<file path="config.mk">
export PLATFORM = sky130hd
export DESIGN_NAME = sync_w2r_mon_flat
export DESIGN_NICKNAME = d
export VERILOG_FILES = /design/src/rtl/sync_w2r_mon_if.sv /design/src/rtl/sync_w2r_mon.sv /design/src/flat_wrapper.sv
export SDC_FILE = /design/constraint.sdc
export NUM_CORES = 1
export LEC_CHECK = 0
export ABC_AREA = 1
export CAP_MARGIN = 5
export CORE_MARGIN = 1
export CORE_UTILIZATION = 30
export CTS_BUF_LIST = sky130_fd_sc_hd__clkbuf_16
export DETAILED_ROUTE_END_ITERATION = 7
export PLACE_DENSITY_LB_ADDON = 0.15
export SLEW_MARGIN = 25
export SYNTH_ARGS = -nofsm -noshare
export SYNTH_HDL_FRONTEND = slang
export SYNTH_SLANG_ARGS = --single-unit
</file>
<file path="constraint.sdc">
create_clock -name rclk -period 2.7 [get_ports rclk]
set_input_delay 0.54 -clock rclk [delete_from_list [all_inputs] [get_ports rclk]]
set_output_delay 0.54 -clock rclk [all_outputs]
set_load 0.02 [all_outputs]
</file>
<file path="src/rtl/sync_w2r_mon_if.sv">
// sync_w2r_mon_if
//   Bundles the read-side signals of the write-to-read pointer synchroniser.
//   slave  : view taken by sync_w2r_mon (pointer inputs in, status out)
//   master : view taken by the read-domain logic that drives and observes it
//   wptr        Gray write pointer from the wclk domain (asynchronous to rclk)
//   rptr_bin    binary read pointer, rclk domain
//   ae_thresh   almost-empty threshold, quasi-static
//   err_clr     single-cycle pulse clearing both sticky errors
//   rq_wptr     synchronised Gray write pointer
//   rq_wptr_bin binary form of rq_wptr
//   rd_count    registered occupancy
//   rd_empty    registered empty flag
//   rd_aempty   registered almost-empty flag
//   sync_valid  chain flushed since reset
//   gray_err    sticky Gray-step violation
//   ovf_err     sticky impossible-occupancy flag
interface sync_w2r_mon_if #(
   parameter int unsigned ADDRSIZE = 4
);
   logic [ADDRSIZE:0] wptr;
   logic [ADDRSIZE:0] rptr_bin;
   logic [ADDRSIZE:0] ae_thresh;
   logic              err_clr;
   logic [ADDRSIZE:0] rq_wptr;
   logic [ADDRSIZE:0] rq_wptr_bin;
   logic [ADDRSIZE:0] rd_count;
   logic              rd_empty;
   logic              rd_aempty;
   logic              sync_valid;
   logic              gray_err;
   logic              ovf_err;

   modport slave (
      input  wptr, rptr_bin, ae_thresh, err_clr,
      output rq_wptr, rq_wptr_bin, rd_count, rd_empty, rd_aempty,
             sync_valid, gray_err, ovf_err
   );

   modport master (
      output wptr, rptr_bin, ae_thresh, err_clr,
      input  rq_wptr, rq_wptr_bin, rd_count, rd_empty, rd_aempty,
             sync_valid, gray_err, ovf_err
   );
endinterface

</file>
<file path="src/rtl/sync_w2r_mon.sv">
// sync_w2r_mon
//   Carries the Gray write pointer into the rclk domain through a
//   SYNC_STAGES-deep flop chain, converts it to binary, and derives the
//   registered read-side occupancy, empty and almost-empty flags. Every
//   synchronised sample is checked for multi-bit Gray steps and for an
//   occupancy above 2^ADDRSIZE; both are reported as sticky errors.
//   Ports:
//     rclk    read-domain clock
//     rrst_n  asynchronous active-low reset
//     bus     sync_w2r_mon_if.slave (pointers, threshold, status, errors)
//   Parameters:
//     ADDRSIZE     FIFO address width (pointers are ADDRSIZE+1 bits)
//     SYNC_STAGES  synchroniser depth, 2..4
module sync_w2r_mon #(
   parameter int unsigned ADDRSIZE    = 4,
   parameter int unsigned SYNC_STAGES = 2
) (
   input  logic          rclk,
   input  logic          rrst_n,
   sync_w2r_mon_if.slave bus
);
   localparam int unsigned   PW       = ADDRSIZE + 1;
   localparam int unsigned   VMAX     = SYNC_STAGES + 1;
   localparam int unsigned   CW       = $clog2(VMAX + 1);
   localparam logic [CW-1:0] VMAX_C   = CW'(VMAX);
   localparam logic [PW-1:0] FULL_LVL = {1'b1, {ADDRSIZE{1'b0}}};

   logic [SYNC_STAGES-1:0][PW-1:0] stage;
   logic [PW-1:0]                  prev_g;
   logic [PW-1:0]                  wbin;
   logic [PW-1:0]                  occ;
   logic [PW-1:0]                  gdiff;
   logic [CW-1:0]                  vcnt;
   logic                           gray_viol;
   logic                           ovf_viol;

   // Plain flop chain: nothing may sit between stages.
   always_ff @(posedge rclk or negedge rrst_n) begin
      if (!rrst_n) begin
         stage <= '0;
      end else begin
         stage <= {stage[SYNC_STAGES-2:0], bus.wptr};
      end
   end

   assign bus.rq_wptr = stage[SYNC_STAGES-1];

   // Binary bit i is the XOR of all Gray bits from i upwards.
   always_comb begin
      wbin = '0;
      for (int unsigned i = 0; i < PW; i++) begin
         wbin[i] = ^(bus.rq_wptr >> i);
      end
   end

   assign bus.rq_wptr_bin = wbin;
   assign occ             = wbin - bus.rptr_bin;
   assign bus.sync_valid  = (vcnt == VMAX_C);

   // More than one bit set in the sample-to-sample difference: x & (x-1) is
   // nonzero exactly when x has two or more ones.
   assign gdiff     = bus.rq_wptr ^ prev_g;
   assign gray_viol = bus.sync_valid && ((gdiff & (gdiff - PW'(1))) != '0);
   assign ovf_viol  = bus.sync_valid && (occ > FULL_LVL);

   always_ff @(posedge rclk or negedge rrst_n) begin
      if (!rrst_n) begin
         prev_g        <= '0;
         vcnt          <= '0;
         bus.rd_count  <= '0;
         bus.rd_empty  <= 1'b1;
         bus.rd_aempty <= 1'b1;
         bus.gray_err  <= 1'b0;
         bus.ovf_err   <= 1'b0;
      end else begin
         prev_g <= bus.rq_wptr;
         if (vcnt != VMAX_C) begin
            vcnt <= vcnt + CW'(1);
         end
         bus.rd_count  <= occ;
         bus.rd_empty  <= (occ == '0);
         bus.rd_aempty <= (occ <= bus.ae_thresh);
         // A new violation outranks a coincident clear.
         bus.gray_err  <= (bus.gray_err & ~bus.err_clr) | gray_viol;
         bus.ovf_err   <= (bus.ovf_err & ~bus.err_clr) | ovf_viol;
      end
   end
endmodule
</file>
<file path="src/flat_wrapper.sv">
// flat-port wrapper written by rule: the top's interface ports become plain ports
module sync_w2r_mon_flat 
#(
   parameter int unsigned ADDRSIZE    = 4,
   parameter int unsigned SYNC_STAGES = 2
)
  (rclk, rrst_n, bus_wptr, bus_rptr_bin, bus_ae_thresh, bus_err_clr, bus_rq_wptr, bus_rq_wptr_bin, bus_rd_count, bus_rd_empty, bus_rd_aempty, bus_sync_valid, bus_gray_err, bus_ovf_err);
  sync_w2r_mon_if #(.ADDRSIZE(ADDRSIZE)) bus_i ();
  input  logic rclk;
  input  logic rrst_n;
  input wire logic [$bits(bus_i.wptr)-1:0] bus_wptr;
  input wire logic [$bits(bus_i.rptr_bin)-1:0] bus_rptr_bin;
  input wire logic [$bits(bus_i.ae_thresh)-1:0] bus_ae_thresh;
  input wire logic [$bits(bus_i.err_clr)-1:0] bus_err_clr;
  output wire logic [$bits(bus_i.rq_wptr)-1:0] bus_rq_wptr;
  output wire logic [$bits(bus_i.rq_wptr_bin)-1:0] bus_rq_wptr_bin;
  output wire logic [$bits(bus_i.rd_count)-1:0] bus_rd_count;
  output wire logic [$bits(bus_i.rd_empty)-1:0] bus_rd_empty;
  output wire logic [$bits(bus_i.rd_aempty)-1:0] bus_rd_aempty;
  output wire logic [$bits(bus_i.sync_valid)-1:0] bus_sync_valid;
  output wire logic [$bits(bus_i.gray_err)-1:0] bus_gray_err;
  output wire logic [$bits(bus_i.ovf_err)-1:0] bus_ovf_err;
  assign bus_i.wptr = bus_wptr;
  assign bus_i.rptr_bin = bus_rptr_bin;
  assign bus_i.ae_thresh = bus_ae_thresh;
  assign bus_i.err_clr = bus_err_clr;
  assign bus_rq_wptr = bus_i.rq_wptr;
  assign bus_rq_wptr_bin = bus_i.rq_wptr_bin;
  assign bus_rd_count = bus_i.rd_count;
  assign bus_rd_empty = bus_i.rd_empty;
  assign bus_rd_aempty = bus_i.rd_aempty;
  assign bus_sync_valid = bus_i.sync_valid;
  assign bus_gray_err = bus_i.gray_err;
  assign bus_ovf_err = bus_i.ovf_err;
  sync_w2r_mon #(.ADDRSIZE(ADDRSIZE), .SYNC_STAGES(SYNC_STAGES)) u_core (.rclk(rclk), .rrst_n(rrst_n), .bus(bus_i));
endmodule
</file>
Word-level counts from Yosys, hierarchy flattened
Cells that the tools add are included.

storage, ports and cells
  register bits after elaboration = 26
  bits in latches = 0
  bits in writable memories = 0
  memory bits (read-only) = 0
  input port bits = 18
  output and inout bits = 20
  memories kept = 0

cells by class
  $add $sub $neg = 3
  $mul = 0
  divide/modulo/power cells = 0
  $lt $le $gt $ge = 2
  eq/ne operators = 2
  shift-type cells = 0
  muxes and demuxes = 0
  bitwise logic cells = 7
  reduce and logical (&&, ||, !) cells = 9

operators by type and width
  cell                                                  number
  XOR reduction 5 bit                                   5
  bitwise AND 5 bit                                     1
  greater-than comparator 5 bit, second input constant  1
  <= comparator 5 bit                                   1
  zero test 5 bit                                       1
  nonzero test 5 bit                                    1
  subtractor 5 x 1 -> 5 bit, second input constant      1
  subtractor 5 bit                                      1
  bitwise XOR 5 bit                                     1
  adder 2 x 1 -> 2 bit, second input constant           1
  bitwise AND 1 bit                                     2
  equality test 2 bit, second input constant            1
  logical AND 1 bit                                     2
  != test 2 bit, second input constant                  1
  bitwise OR 1 bit                                      2
  NOT 1 bit                                             1

Longest topological paths before layout
Gate-level depths: netlist of run 1.

  depth in word-level cells = 6
  depth in mapped cells = 18
  depth with buffers taken out = 17

Worst setup path before layout of run 1
Ideal clock, no wire load.

  path kind = reg-to-reg
  from = register u_core.stage (netlist bit u_core.bus.rq_wptr[4])
  to = register u_core.bus.rd_aempty
  setup time = 0.087 ns
  arrival = 2.718 ns
  data required time = 2.613 ns
  setup slack = -0.104 ns
  cell stages (with the launch flop) = 19
  path buffers = 1
  period minus slack after synthesis = 2.804 ns
  cells stage by stage = dfrtp_1 > buf_6 > xnor2_1 > or2_1 > nand2_1 > nand2_1 > nand2_2 > inv_2 > ha_1 > fa_1 > nand3b_1 > nand2_1 > nand2_1 > nand2_1 > inv_1 > ha_1 > nand2_1 > nor3_1 > o22ai_1

on the way
  word-level cells in the longest chain between the ends = 3
  elaborated cells on any way between the ends = 7
  classes of those cells = add/sub: 1; order compare: 1; reduce/logical: 5

ends and longest elaborated chain
  element                 RTL line               source
  from (decl)             sync_w2r_mon.sv:28     logic [SYNC_STAGES-1:0][PW-1:0] stage;
  from (signal assigned)  sync_w2r_mon.sv:42     stage <= {stage[SYNC_STAGES-2:0], bus.wptr};
  XOR reduction 5 bit     sync_w2r_mon.sv:52     wbin[i] = ^(bus.rq_wptr >> i);
  via bus_rq_wptr_bin[0]  flat_wrapper.sv:16     output wire logic [$bits(bus_i.rq_wptr_bin)-1:0] bus_rq_wptr_bin;
  subtractor 5 bit        sync_w2r_mon.sv:57     assign occ = wbin - bus.rptr_bin;
  via u_core.occ[4]       sync_w2r_mon.sv:31     logic [PW-1:0] occ;
  <= comparator 5 bit     sync_w2r_mon.sv:82     bus.rd_aempty <= (occ <= bus.ae_thresh);
  to (signal assigned)    sync_w2r_mon.sv:82
  to (decl)               sync_w2r_mon_if.sv:35  output rq_wptr, rq_wptr_bin, rd_count, rd_empty, rd_aempty,

The timed path passes the listed nets, and every way through them passes these cells.
A chain may end at the register's enable or synchronous reset.

Worst setup path after layout of run 1
  from = register u_core.stage (netlist bit u_core.bus.rq_wptr[4])
  to = output bus_rq_wptr_bin[1]

on the way
  word-level cells in the longest chain between the ends = 1

ends and longest elaborated chain
  element              RTL line
  XOR reduction 5 bit  sync_w2r_mon.sv:52
  to (decl)            flat_wrapper.sv:16

No other way between the ends.

==> results of run 1 <==
-- stage by stage --
stage / hold slack (ns) / instances / util (%) / power, mW
floorplan: 0.244 / 144 / - / 0.716
global placement: 0.333 / 230 / 43.2 / 0.883
detailed placement: 0.335 / 230 / 43.2 / 0.888
CTS: 0.350 / 234 / 45.7 / 1.33
global route: 0.356 / 238 / 47.1 / 1.43
finish: 0.348 / 238 / 47.1 / 1.34
-- cell usage after synthesis, drive strengths merged --
library cell | count | area share (%)
nand2 | 43 | 13
inv | 27 | 7.7
dfrtp | 24 | 46
ha | 10 | 9.6
buf | 7 | 4.3
nor2 | 7 | 2.0
xor2 | 5 | 3.9
a21oi | 4 | 1.5
nand3 | 4 | 1.5
nand3b | 3 | 1.7
xnor2 | 3 | 2.0
dfstp | 2 | 4.0
fa | 1 | 1.5
nor3 | 1 | 0.38
o21ai | 1 | 0.38
o22ai | 1 | 0.48
or2 | 1 | 0.48
-- kinds of logic (layout without fill, tap and decap cells) --
| family | Yosys count | count (layout) | synth area share (%) |
|---|---|---|---|
| buffers and inverters | 34 | 78 | 12.0 |
| AO/OA/AOI/OAI | 6 | 6 | 2.39 |
| AND/OR/NAND/NOR | 59 | 59 | 18.6 |
| XOR/XNOR | 8 | 8 | 5.93 |
| adder cells (fa/ha/maj) | 11 | 11 | 11.1 |
| flip-flops | 26 | 26 | 49.9 |
-- power by group through the flow --
| stage | Clock, mW | Sequential [mW] | Combinational, mW |
|---|---|---|---|
| 2_1_floorplan | 0 | 0.515 | 0.201 |
| 3_3_place_gp | 0 | 0.465 | 0.418 |
| 3_5_place_dp | 0 | 0.466 | 0.422 |
| 4_1_cts | 0.448 | 0.459 | 0.425 |
| 5_1_grt | 0.468 | 0.464 | 0.498 |
| 6_report | 0.435 | 0.458 | 0.450 |
-- placed cells by master (no fill, tap or decap), types with 2 or more instances in the layout --
master,n
nand2_1,40
clkdlybuf4s50_1,37
inv_1,25
dfrtp_1,24
buf_4,10
ha_1,8
nor2_1,7
xor2_1,4
nand3_1,4
nand3b_1,3
a21oi_1,3
clkbuf_16,3
xnor2_1,2
nand2_2,2
inv_2,2
ha_4,2
dfstp_2,2
-- registers in the layout, indices dropped and copies added (netlist names) --
name                  flops
u_core.prev_g             5
u_core.bus.rd_aempty      1
u_core.vcnt               2
u_core.bus.ovf_err        1
u_core.bus.gray_err       1
u_core.bus.rd_empty       1
u_core.bus.rd_count       5
u_core.bus.rq_wptr        5
u_core.stage              5
-- worst max-delay path, delay by kind of cell (launching register included) --
kind                      cells  cell delay, ns
xor gates and xnor gates      2            0.53
DFF                           1            0.41
buffers and inverters         3            0.86
-- metal layers --
metal	share of wire, %	up-vias	GRT usage [%]
li1	-	512	-
met1	48	459	16.0
met2	45	23	20.7
met3	4.8	5	2.67
met4	2.0	0	6.51
met5	0	-	0
-- repair_timing --
action | CTS | global route
buffers inserted | 0 | 4
gates resized for setup | 0 | 5
setup endpoints to repair | 0 | 1
hold buffers | 0 | 0
-- layout make-up --
type	count	area, um^2
Sequential cell	26	653
Tap cell	50	62.6
Fill cell	388	2160
Inverter	27	101
Multi-Input combinational cell	84	556
Clock buffer	3	75.1
Clock inverter	1	30.0
Timing Repair Buffer	47	445
-- how the worst min path moves through the flow --
| stage | from | endpoint | slack (ns) | cells past startpoint |
|---|---|---|---|---|
| after floorplan | rrst_n | u_core.bus.gray_err | 0.24 | 0 |
| after global placement | u_core.stage[1] | u_core.bus.rq_wptr[1] | 0.33 | 0 |
| after detailed placement | u_core.stage[3] | u_core.bus.rq_wptr[3] | 0.33 | 0 |
| after CTS | u_core.stage[3] | u_core.bus.rq_wptr[3] | 0.35 | 0 |
| after global routing | u_core.stage[3] | u_core.bus.rq_wptr[3] | 0.36 | 0 |
| final | u_core.stage[3] | u_core.bus.rq_wptr[3] | 0.35 | 0 |
==> qor.yml, run 1 <==
placed_area_um2: 1760
r2r-end: "u_core.bus.rd_aempty"
cts_root_buf: "clkbuf_16"
synth-seq-cells: 26
slowest_stage: "clkdlybuf4s50_1"
pwr-share-seq_pct: 34.1
setup_violations: 0
cp_slowest_stage_delay_ns: 0.56
via_per_inst: 4.20
clkLatencyLatePin_ns: 0.26
reg2regPathDepth: 17
p_sw_share_pct: 29.1
reg2reg_setup_slack_ns: 0.14
htree_levels: 1
overflow: 0
drive_gt1_share_pct: 15.4
cts_sinks: 26
vias: 999
gp_congestion: 0.731
num_io_pins: 38
clock.fmax_mhz: 386
nNetsFinal: 218
period_needed_ns: 2.59
fin_skew_ns: 0.00333
synth_cell_types: 21
cts_made_buffers: 3
cts.clk_slew.worst_paths_ns: 0.06
fin_area_um2: 1920
period_share_pct: 95.8
maxCapViolCount: 0
coreArea_um2: 4090
path_class: "reg2out"
grt_antenna_before_repair: 0
drtIter0Drc: 20
p_switching_mw: 0.390
hold_path.class: "reg2reg"
ys_warn_count: 0
grt_max_degree: 27
grt_pass1_vias: 1029
rsz0062_at_grt: "yes"
antenna_left: 0
power.density_nw_per_um2: 699
cp.arrival_ns: 2.05
first_pass_iters: 4
crit_path_end_kind: "output pin"
ys_seq_area_share_pct: 49.9
fp.dieW_um: 68.1
setup_tns_ns: 0
dp_hpwl_um: 1920
area_growth_pct: 46.9
worstSetupEndpoint: "bus_rq_wptr_bin[1]"
postSynthAreaPerCell_um2: 9.09
start_kind: "register"
synthCells: 144
start_util_pct: 32.0
p_int_mw: 0.953
timing.slew.headroom_pct: 77.3
required_ns: 2.16
cts_tree: "yes"
mappedNetlistNets: 173
dp_slack_ns: 0.0357
hold_viol_final: 0
drv_slew: 0
worst_pin_slew_ns: 0.340
wl_per_cell_um: 10.5
crit_chain: "buf_4, xor2_2, xor2_1, inv_1, clkdlybuf4s50_1"
peakVddDrop_mv: 0.265
drt_wl_total_um: 2490
io_buffer_count: 37
worstPathMaxFanout: 7
outcome: "finished, final reports clean"
cts.path.max_buffers: 2
grt_pass1_wl_um: 4310
dieArea_um2: 4630
syn_area_um2: 1310
placementRows: 23
drc: 0
grt_usage_pct: 12.8
antenna_cells: 0
cp-startpoint: "u_core.bus.rq_wptr[4]"
rr_startpoint: "u_core.bus.rq_wptr[4]"
timing.final.ws_setup_ns: 0.113
fp.dieH_um: 68.1
p_leak_nw: 0.972
pwr-share-comb_pct: 33.5
pwr-share-clk_pct: 32.4
(Power assumes the default switching activity.)
==> inputs of run 2 (changes only) <==
CAP_MARGIN = 10   (was 5)
==> results of run 2 <==
No change in the layout: final DEF, timing and power equal those of run 1.
==> inputs of run 3 (changes only) <==
GPL_ROUTABILITY_DRIVEN = 0   (was unset)
PLACE_DENSITY_LB_ADDON = unset   (was 0.15)
==> run 3 against run 2 <==
Compared with the run above: die area unchanged; core utilization up 0.67 points; register-to-register slack worse by 0.09 ns; highest routed layer unchanged.
==> qor.yml, run 3 (same netlist as run 1, synthesis figures left out) <==
grt_antenna_before_repair: 0  # unchanged
vias: 984  # -1.5%
cp.arrival_ns: 2.83  # +0.78 ns
cts_sinks: 26  # unchanged
cts_root_buf: "clkbuf_16"
fp.dieW_um: 68.1  # unchanged
rr_startpoint: "u_core.bus.rq_wptr[0]"
io_buffer_count: 37  # unchanged
drt_wl_total_um: 2690  # +7.9%
drtIter0Drc: 13  # -35%
seqCellArea_um2: 653  # unchanged
p_sw_share_pct: 29.4  # +0.32 points
htree_levels: 1  # unchanged
hold_path.class: "reg2reg"
p_switching_mw: 0.403  # +3.1%
cts.path.max_buffers: 2  # unchanged
p_leak_nw: 0.969  # -0.36%
stdcell_count: 235  # -1.3%
clkLatencyLatePin_ns: 0.26  # about the same
num_io_pins: 38  # unchanged
clock.fmax_mhz: 377  # -2.5%
start_util_pct: 32.0  # unchanged
pwr-share-clk_pct: 31.1  # -1.3 points
nNetsFinal: 215  # -1.4%
min_from: "u_core.stage[0]"
multiInputGateArea_um2: 606  # +9.0%
maxCapViolCount: 0  # unchanged
worst_pin_slew_ns: 0.330  # -0.00959 ns
coreArea_um2: 4090  # unchanged
reg2reg_setup_slack_ns: 0.05  # -0.09 ns
period_share_pct: 98.2  # +2.4 points
antenna_left: 0  # unchanged
hold_viol_final: 0  # unchanged
drv_slew: 0  # unchanged
cp_slowest_stage_delay_ns: 0.42  # -0.14 ns
peakVddDrop_mv: 0.336  # +27%
dpl.cell_count: 228  # -0.87%
wl_per_cell_um: 11.4  # +9.3%
reg2regPathDepth: 15  # -2
p_int_mw: 0.968  # +1.5%
cp_top_family: "adder cells"
fin_skew_ns: 0.00454  # +0.00121 ns
whs_ns: 0.350  # +0.00248 ns
critPathBufInv: 3  # unchanged
drive_gt1_share_pct: 16.2  # +0.79 points
crit_cells: 15  # +10
placementRows: 23  # unchanged
pwr-share-seq_pct: 33.9  # -0.2 points
dieArea_um2: 4630  # unchanged
r2r-end: "u_core.bus.rd_aempty"
path_class: "reg2reg"
cts.clk_slew.worst_paths_ns: 0.06  # about the same
first_pass_iters: 4  # unchanged
via_per_inst: 4.19  # -0.24%
required_ns: 2.88  # +0.72 ns
antenna_cells: 0  # unchanged
crit_path_end_kind: "register"
period_needed_ns: 2.65  # +0.0652 ns
fillers: 372  # -4.1%
setup_violations: 0  # unchanged
slowest_stage: "dfrtp_1"
start_kind: "register"
fp.dieH_um: 68.1  # unchanged
grt_pass1_wl_um: 4290  # -0.49%
grt_usage_pct: 12.8  # about the same
grt_pass1_vias: 992  # -3.6%
grt_max_degree: 27  # unchanged
timing.slew.headroom_pct: 78.0  # +0.64 points
dp_hpwl_um: 1910  # -0.22%
layout_commonest_cell: "nand2_1"
final_cell_mix: "40 x nand2_1, 37 x clkdlybuf4s50_1, 25 x inv_1"
worstPathMaxFanout: 3  # -4
area_growth_pct: 49.0
post-route-util_pct: 47.7  # +0.67 points
holdPathStages: 0  # unchanged
rsz0062_at_grt: "yes"
holdPathEnd: "u_core.bus.rq_wptr[0]"
total_power_mw: 1.37  # +2.0%
pwr-share-comb_pct: 35.0  # +1.5 points
cts_tree: "yes"
crit_chain: "xnor2_2, or2_1, nand2_1, nand2_1, nand2_2, inv_2, ha_4, fa_2, buf_4, xor2_1, inv_1, ha_4, a21oi_2, o21ai_2, o22ai_1"
outcome: "finished, final reports clean"
overflow: 0  # unchanged
cts_made_buffers: 3  # unchanged
power.density_nw_per_um2: 702  # +0.54%
drc: 0  # unchanged
==> run 3: power by group through the flow <==
stage	Sequential (mW)	Clock, mW	Combinational, mW
floorplan	0.515	0	0.201
global placement	0.469	0	0.412
detailed placement	0.468	0	0.418
CTS	0.464	0.437	0.424
global route	0.470	0.454	0.527
finish	0.465	0.427	0.479
==> run 3: worst max path at each step <==
stage                     startpoint              endpoint  slack [ns]
4_1_cts        u_core.bus.rq_wptr[0]  u_core.bus.rd_aempty      0.0006
5_1_grt        u_core.bus.rq_wptr[0]  u_core.bus.rd_aempty       -0.09
3_5_place_dp   u_core.bus.rq_wptr[0]  u_core.bus.rd_aempty       0.008
6_report       u_core.bus.rq_wptr[0]  u_core.bus.rd_aempty        0.05
2_1_floorplan  u_core.bus.rq_wptr[4]  u_core.bus.rd_aempty       -0.03
3_3_place_gp         bus_rptr_bin[0]  u_core.bus.rd_aempty        0.09
==> run 3: repair_timing <==
action,4_1_cts,5_1_grt
gates cloned,0,0
pin swaps,2,10
gates resized for setup,1,10
hold buffers,0,0
endpoints found under the setup margin,1,2
hold endpoints to repair,0,0
buffers inserted,0,3
==> run 3: cell type report <==
cell class / count / area share [%]
flip-flops and latches: 26 / 33.5
well taps: 50 / 3.21
clock inverters: 1 / 1.54
multi-input cells: 84 / 31.0
clock buffers: 3 / 3.85
repair buffers: 44 / 21.7
inverters: 27 / 5.20
==> run 3: through the flow <==
step           TNS (ns)  instance area [um^2]  setup WS [ns]
6_report              0                  1950         0.0473
5_1_grt         -0.0852                  1950        -0.0852
4_1_cts               0                  1860       0.000629
3_5_place_dp          0                  1750        0.00803
3_3_place_gp          0                  1750         0.0936
2_1_floorplan   -0.0267                  1340        -0.0267
==> run 3: worst register-to-register path: stages, from the launching register on <==
cell     delay, ns
dfrtp_1       0.42
xnor2_2       0.16
or2_1         0.24
nand2_1       0.08
nand2_1       0.06
nand2_2       0.10
inv_2         0.04
ha_4          0.15
fa_2          0.34
buf_4         0.14
xor2_1        0.13
inv_1         0.14
ha_4          0.23
a21oi_2       0.16
o21ai_2       0.07
o22ai_1       0.12
==> run 3: routing by layer <==
layer | up-vias | share of wire (%) | GRT usage (%)
met2 | 26 | 50 | 20.7
met3 | 5 | 5.0 | 3.33
met4 | 0 | 1.9 | 5.47
met1 | 447 | 44 | 16.0
met5 | - | 0 | 0
li1 | 506 | - | -
